--- src/rtl/chacha_reg_pkg.sv ---
// Shared constants for the chacha register-bus master: register map,
// status/control encodings, write-sequence slot layout and the FSM state type.
package chacha_reg_pkg;

    localparam logic [7:0] ADDR_CONTROL = 8'h0a;
    localparam logic [7:0] ADDR_STATUS  = 8'h0b;
    localparam logic [7:0] ADDR_KEYLEN  = 8'h0c;
    localparam logic [7:0] ADDR_ROUNDS  = 8'h0d;
    localparam logic [7:0] ADDR_KEY0    = 8'h30;
    localparam logic [7:0] ADDR_NONCE0  = 8'h38;
    localparam logic [7:0] ADDR_INPUT0  = 8'h50;
    localparam logic [7:0] ADDR_OUTPUT0 = 8'h70;

    localparam int          STATUS_READY_BIT = 0;
    localparam logic [31:0] CTRL_INIT        = 32'h1;

    // Slot numbers of the 31-entry write sequence.
    localparam logic [4:0] SLOT_NONCE    = 5'd8;
    localparam logic [4:0] SLOT_ROUNDS   = 5'd11;
    localparam logic [4:0] SLOT_KEYLEN   = 5'd12;
    localparam logic [4:0] SLOT_INPUT    = 5'd13;
    localparam logic [4:0] SLOT_CTRL_SET = 5'd29;
    localparam logic [4:0] SLOT_CTRL_CLR = 5'd30;
    localparam logic [4:0] LAST_OUT_IDX  = 5'd16;

    typedef enum logic [2:0] {
        ST_IDLE,
        ST_WR,
        ST_SETTLE,
        ST_POLL_RD,
        ST_POLL_CHK,
        ST_OUT_RD,
        ST_DONE
    } state_t;

    typedef struct packed {
        logic [7:0]  addr;
        logic [31:0] data;
    } bus_wr_t;

    // Address and payload of write slot idx; most significant word goes first.
    function automatic bus_wr_t write_slot(
        input logic [4:0]   idx,
        input logic [255:0] key,
        input logic [95:0]  nonce,
        input logic [4:0]   rounds,
        input logic         keylen,
        input logic [511:0] data
    );
        bus_wr_t w;
        w.addr = 8'h00;
        w.data = 32'h0;
        if (idx < SLOT_NONCE) begin
            w.addr = ADDR_KEY0 + 8'(idx);
            w.data = key[32*(7 - int'(idx)) +: 32];
        end else if (idx < SLOT_ROUNDS) begin
            w.addr = ADDR_NONCE0 + 8'(idx - SLOT_NONCE);
            w.data = nonce[32*(10 - int'(idx)) +: 32];
        end else if (idx == SLOT_ROUNDS) begin
            w.addr = ADDR_ROUNDS;
            w.data = {27'd0, rounds};
        end else if (idx == SLOT_KEYLEN) begin
            w.addr = ADDR_KEYLEN;
            w.data = {31'd0, keylen};
        end else if (idx < SLOT_CTRL_SET) begin
            w.addr = ADDR_INPUT0 + 8'(idx - SLOT_INPUT);
            w.data = data[32*(28 - int'(idx)) +: 32];
        end else if (idx == SLOT_CTRL_SET) begin
            w.addr = ADDR_CONTROL;
            w.data = CTRL_INIT;
        end else if (idx == SLOT_CTRL_CLR) begin
            w.addr = ADDR_CONTROL;
            w.data = 32'h0;
        end
        return w;
    endfunction

endpackage

--- src/rtl/chacha_reg_master.sv ---
// Register-bus initiator for the chacha core: programs one job, polls status,
// reads the 16 output words back. Optional poll timeout: CHACHA_MASTER_TIMEOUT_EN.
module chacha_reg_master
    import chacha_reg_pkg::*;
#(
    parameter int SETTLE_CYCLES = 2,
    parameter int POLL_TIMEOUT  = 4096
) (
    input  logic         clk,
    input  logic         reset_n,
    input  logic         req_valid,
    output logic         req_ready,
    input  logic [255:0] req_key,
    input  logic [95:0]  req_nonce,
    input  logic [4:0]   req_rounds,
    input  logic         req_keylen,
    input  logic [511:0] req_data,
    output logic         res_valid,
    input  logic         res_ready,
    output logic [511:0] res_data,
    output logic         busy,
    output logic         timeout_err,
    output logic         cs,
    output logic         we,
    output logic [7:0]   addr,
    output logic [31:0]  write_data,
    input  logic [31:0]  read_data
);

    // Handshakes: a transfer happens on a rising edge where valid & ready are
    // both 1; res_valid/res_data hold until taken, req_ready only in IDLE.

    state_t         state, state_next;
    logic [4:0]     idx;
    logic [15:0]    settle_cnt;
    logic [255:0]   key_q;
    logic [95:0]    nonce_q;
    logic [4:0]     rounds_q;
    logic           keylen_q;
    logic [511:0]   data_q;
    logic [511:0]   res_q;
    logic           accept;
    logic           status_ready;
    logic           timeout_hit;
    bus_wr_t        wr_slot;

    assign accept       = (state == ST_IDLE) && req_valid;
    assign status_ready = read_data[STATUS_READY_BIT];
    assign busy         = (state != ST_IDLE);
    assign res_data     = res_q;

`ifdef CHACHA_MASTER_TIMEOUT_EN
    logic [12:0] poll_cnt;

    always_ff @(posedge clk or negedge reset_n) begin
        if (!reset_n) begin
            poll_cnt <= '0;
        end else if (accept) begin
            poll_cnt <= '0;
        end else if (state == ST_POLL_CHK && !status_ready) begin
            poll_cnt <= poll_cnt + 13'd1;
        end
    end

    assign timeout_hit = (state == ST_POLL_CHK) && !status_ready &&
                         (poll_cnt == 13'(POLL_TIMEOUT - 1));
`else
    logic [31:0] unused_poll_timeout;
    assign unused_poll_timeout = 32'(POLL_TIMEOUT);
    assign timeout_hit         = 1'b0;
`endif

    always_ff @(posedge clk or negedge reset_n) begin
        if (!reset_n) begin
            state <= ST_IDLE;
        end else begin
            state <= state_next;
        end
    end

    always_comb begin
        state_next  = state;
        cs          = 1'b0;
        we          = 1'b0;
        addr        = 8'h00;
        write_data  = 32'h0;
        req_ready   = 1'b0;
        res_valid   = 1'b0;
        timeout_err = 1'b0;
        wr_slot     = write_slot(idx, key_q, nonce_q, rounds_q, keylen_q, data_q);
        case (state)
            ST_IDLE: begin
                req_ready = 1'b1;
                if (req_valid) state_next = ST_WR;
            end
            ST_WR: begin
                cs         = 1'b1;
                we         = 1'b1;
                addr       = wr_slot.addr;
                write_data = wr_slot.data;
                if (idx == SLOT_CTRL_CLR) begin
                    state_next = (SETTLE_CYCLES == 0) ? ST_POLL_RD : ST_SETTLE;
                end
            end
            ST_SETTLE: begin
                if (settle_cnt == 16'(SETTLE_CYCLES - 1)) state_next = ST_POLL_RD;
            end
            ST_POLL_RD: begin
                cs         = 1'b1;
                addr       = ADDR_STATUS;
                state_next = ST_POLL_CHK;
            end
            ST_POLL_CHK: begin
                // read_data here is the registered response to the previous cycle's read.
                if (status_ready) begin
                    state_next = ST_OUT_RD;
                end else if (timeout_hit) begin
                    timeout_err = 1'b1;
                    state_next  = ST_IDLE;
                end else begin
                    state_next = ST_POLL_RD;
                end
            end
            ST_OUT_RD: begin
                if (idx != LAST_OUT_IDX) begin
                    cs   = 1'b1;
                    addr = ADDR_OUTPUT0 + {4'd0, idx[3:0]};
                end else begin
                    state_next = ST_DONE;
                end
            end
            ST_DONE: begin
                res_valid = 1'b1;
                if (res_ready) state_next = ST_IDLE;
            end
            default: state_next = ST_IDLE;
        endcase
    end

    always_ff @(posedge clk or negedge reset_n) begin
        if (!reset_n) begin
            idx        <= '0;
            settle_cnt <= '0;
            key_q      <= '0;
            nonce_q    <= '0;
            rounds_q   <= '0;
            keylen_q   <= 1'b0;
            data_q     <= '0;
            res_q      <= '0;
        end else begin
            case (state)
                ST_IDLE: begin
                    if (accept) begin
                        key_q      <= req_key;
                        nonce_q    <= req_nonce;
                        rounds_q   <= req_rounds;
                        keylen_q   <= req_keylen;
                        data_q     <= req_data;
                        idx        <= '0;
                        settle_cnt <= '0;
                    end
                end
                ST_WR: begin
                    idx <= (idx == SLOT_CTRL_CLR) ? 5'd0 : idx + 5'd1;
                end
                ST_SETTLE: begin
                    settle_cnt <= settle_cnt + 16'd1;
                end
                ST_POLL_CHK: begin
                    idx <= '0;
                end
                ST_OUT_RD: begin
                    // Word read at idx-1 arrives now; shifting puts OUTPUT0 at the top.
                    if (idx != 5'd0) res_q <= {res_q[479:0], read_data};
                    idx <= idx + 5'd1;
                end
                default: ;
            endcase
        end
    end

endmodule

--- config.mk ---
export PLATFORM = sky130hd
export DESIGN_NAME = chacha_reg_master
export DESIGN_NICKNAME = d
export VERILOG_FILES = /design/src/rtl/chacha_reg_pkg.sv /design/src/rtl/chacha_reg_master.sv
export SDC_FILE = /design/constraint.sdc
export NUM_CORES = 2
export LEC_CHECK = 0
export CORE_AREA = 2 2 578 580
export DETAILED_ROUTE_END_ITERATION = 8
export DIE_AREA = 0 0 580 582
export GPL_ROUTABILITY_DRIVEN = 0
export PLACE_DENSITY = 0.48
export SYNTH_ARGS = -nofsm -noshare
export SYNTH_HDL_FRONTEND = slang
export SYNTH_SLANG_ARGS = --single-unit
--- constraint.sdc ---
create_clock -name clk -period 4.4 [get_ports clk]
set_clock_uncertainty 0.05 [all_clocks]
set_input_delay 0.66 -clock clk [delete_from_list [all_inputs] [get_ports clk]]
set_output_delay 0.66 -clock clk [all_outputs]
set_load 0.01 [all_outputs]
==> summary.txt <==
Worst setup path
  • Setup crit start kind: register
  • CP Capture Type: output port
  • Critical path peak fanout: 5
  • Cell repeated most along the worst path: buf_12
  • CP max stage delay: 0.46 ns
  • CP endpoint: write_data[15]
  • CP Data Arrival Time: 3.80 ns
  • Buf/Inv on CP: 7
  • Crit Path Category: register to output port
  • Crit path from: idx[0]
  • Worst-path cell chain: clkinvlp_4 -> ha_4 -> buf_12 -> buf_12 -> buf_12 -> buf_12 -> mux4_2 -> nor2b_1 -> a211oi_2 -> buf_4 -> a21oi_4 -> a221o_1 -> buf_4
  • Worst EP required: 3.69 ns
  • Worst r2r path cells: 6
  • Crit path max-delay cell type: dfrtp_4
  • Family with the most delay on the worst path: buffers and inverters
  • CP Depth: 13
  • Reg-to-reg endpoint: res_data[299]
  • R2r setup slk: 1.26 ns
  • RR Startpoint: idx[2]

Detailed routing
  • Pre-antenna DRT Iters: 5
  • WL/cell: 27.1 µm
  • Final WL: 318000 µm
  • Iter 0 DRT Violations: 4093
  • Antenna Violating Nets Remaining: 0
  • Vias: 49500
  • Number of remaining DRC errors: 0
  • Via/cell ratio: 4.22

Pwr
  • Total power: 62600 µW
  • LEAKAGE: 0.0409 µW
  • Psw: 24900 µW
  • IR drop worst, VDD: 396 µV
  • Part of the power in registers: 0.348
  • Pwr dens: 706 nW/µm²
  • Clk pwr share: 0.233
  • Logic pwr share: 0.419
  • Sw Share: 0.397
  • P_int: 37700 µW

Logic synthesis
  • Dominant cells by area after synthesis: dfrtp_1 (58%), nand2_1 (17%), mux2_2 (9.7%)
  • Avg Inst Size Synth: 10.7 µm²
  • Predominant post-synthesis flop cell: dfrtp_1
  • Asr flop ratio synth: 1.00
  • Register area share after synthesis: 0.583
  • Top cell type by total area after synthesis: dfrtp_1
  • Synth cell types: 64
  • Yosys warns: 0
  • Post-Syn Area: 60400 µm²
  • Yosys top cell area share: 0.583
  • Number of flops mapped to enable cells by yosys: 0
  • Synthesized netlist cell count: 5628
  • Register bit total from synthesis: 1406

Layout
  • Final #Nets: 8075
  • Most common cell after layout, fill and taps aside: nand2_1
  • Share of cells above drive strength 1: 0.190
  • Fin cells: 11700
  • Post-layout util: 0.267
  • Commonest cells after routing, fill and taps aside: nand2_1 (2670), clkdlybuf4s50_1 (1421), dfrtp_1 (1401)
  • Post-route cell area: 88600 µm²
  • Synthesis-to-finish area growth: 46.7%

Die
  • Core area: 332000 µm²
  • FP Rows: 212
  • Initial core utilization: 0.182
  • I/O Pins: 1464
  • Die H: 582 µm
  • Total die area: 338000 µm²
  • Die Wd: 580 µm

CTS
  • CTS root buffer: clkbuf_16
  • TritonCTS clock tree: built
  • Worst skew pair latency: 0.85 ns
  • H-tree depth: 4
  • Clock-pin transition on the worst setup and hold timing paths: 0.06 ns
  • Sink Count: 1406
  • CTS Buf Count: 173
  • Clock buffer depth: 4

Outcome
  • Status: finished, violations left
  • Failing checks: negative setup slack

Timing
  • Period Utilization, post-route: 1.02
  • Minimum clock period: 4.51 ns
  • Min Hold Slack: 0.286 ns
  • Slew @ Worst Pin: 0.986 ns
  • Final setup fails: 14
  • Unrepaired setup endpoints after global routing: true
  • Final WS setup: -0.107 ns
  • Rel. slew slack: 0.343
  • Final slew viol count: 0
  • Fin. Hold Viols: 0
  • Fmax: 222 MHz

Job
  • Max-Cap Viols: 0

Place
  • Area after detailed placement: 80900 µm²
  • Placed instance count: 11300
  • Number of I/O port buffers: 1461
  • HPWL Detailed: 250000 µm

GRT
  • Vias in the first global route: 49700
  • Antenna violations before repair: 166
  • Gr ovfl total: 0
  • Global-route usage over all layers: 0.182
  • Largest net degree at the start of global routing: 133
  • First-pass GRT wire length: 429000 µm

Hold path
  • Hold crit path type: primary input to register
worst min path at each step:
| stage | startpoint | endpoint | slack, ns | cells after the start |
|---|---|---|---|---|
| finish | req_data[209] | data_q[209] | 0.29 | 3 |
| global route | req_key[95] | key_q[95] | 0.24 | 3 |
| CTS | req_key[226] | key_q[226] | 0.19 | 3 |
| global placement | data_q[377] | data_q[377] | 0.40 | 2 |
| detailed placement | data_q[473] | data_q[473] | 0.41 | 2 |
| floorplan | reset_n | data_q[0] | 0.31 | 0 |
cells in the mapped netlist, types with 4 or more instances:
cell / instances
a211o_1: 5
a211oi_1: 34
a21oi_1: 48
a221o_1: 22
a31oi_1: 7
and2_1: 5
and3_1: 8
buf_1: 9
buf_2: 91
buf_4: 15
buf_6: 4
clkbuf_1: 232
dfrtp_1: 1406
ha_1: 12
inv_1: 14
mux2_2: 518
mux2i_1: 100
mux4_2: 193
nand2_1: 2671
nand3_1: 12
nand4_1: 8
nor2_1: 52
nor2b_1: 29
nor3_1: 5
nor4_1: 5
o21a_1: 5
o21ai_0: 59
o22ai_1: 6
o31ai_1: 4
cell families after synthesis:
family,count (synthesis),share of synthesized area
AOI/OAI and AO/OA,210,0.0232
muxes,811,0.185
xor gates and xnor gates,5,0.000850
other,1,0.0000621
DFF,1406,0.583
adders and majority gates,12,0.00249
buffers and inverters,367,0.0264
and+or+nand+nor,2816,0.179
per-stage QoR:
| step | TNS (ns) | setup WS, ns |
|---|---|---|
| 2_1_floorplan | 0 | 0.486 |
| 3_3_place_gp | -0.0304 | -0.0239 |
| 3_5_place_dp | -0.0503 | -0.0503 |
| 4_1_cts | -3.46 | -0.232 |
| 5_1_grt | -3.14 | -0.199 |
| 6_report | -0.655 | -0.107 |
power by group through the flow:
stage / registers, µW / logic, µW / clock network, µW
2_1_floorplan: 20000 / 12500 / 0
6_report: 21800 / 26200 / 14600
5_1_grt: 22300 / 28200 / 15400
3_3_place_gp: 21800 / 23500 / 0
4_1_cts: 21700 / 25900 / 15000
3_5_place_dp: 21900 / 23700 / 0
repair_timing:
item                                    4_1_cts  5_1_grt
pin swaps                                    34       30
gates cloned                                 11        3
hold buffers                                  1        0
endpoints found under the setup margin       36       33
setup buffers                                41       28
hold endpoints to repair                     85        0
gates resized for setup                     180       56
final cells by class:
type / instances / area (µm²)
diodes: 56 / 140
clock buffers: 252 / 5080
clock inverters: 50 / 581
fillers: 34800 / 243000
inverters: 15 / 60.1
multi-input cells: 3856 / 24400
flip-flops and latches: 1406 / 35200
well taps: 4387 / 5490
repair buffers: 1705 / 17700
sequential cells by signal, indices dropped and copies added (netlist names):
signal / cells
data_q: 512
rounds_q: 5
keylen_q: 1
key_q: 256
res_data: 512
settle_cnt: 16
nonce_q: 96
state: 3
idx: 5
metal layers:
layer	part of all wire	GRT usage
met4	0.032	0.0525
met1	0.44	0.247
met5	0.0016	0
met2	0.43	0.272
met3	0.099	0.0630
worst reg2reg max path: stages, from the launching register on:
cell and delay [ns]:
dfrtp_4 0.55, buf_6 0.56, nor2_1 0.22, a21oi_4 0.31, buf_12 0.25, buf_12 0.50
mux2_2 0.60
No activity file was read; power rests on OpenSTA's default activity.
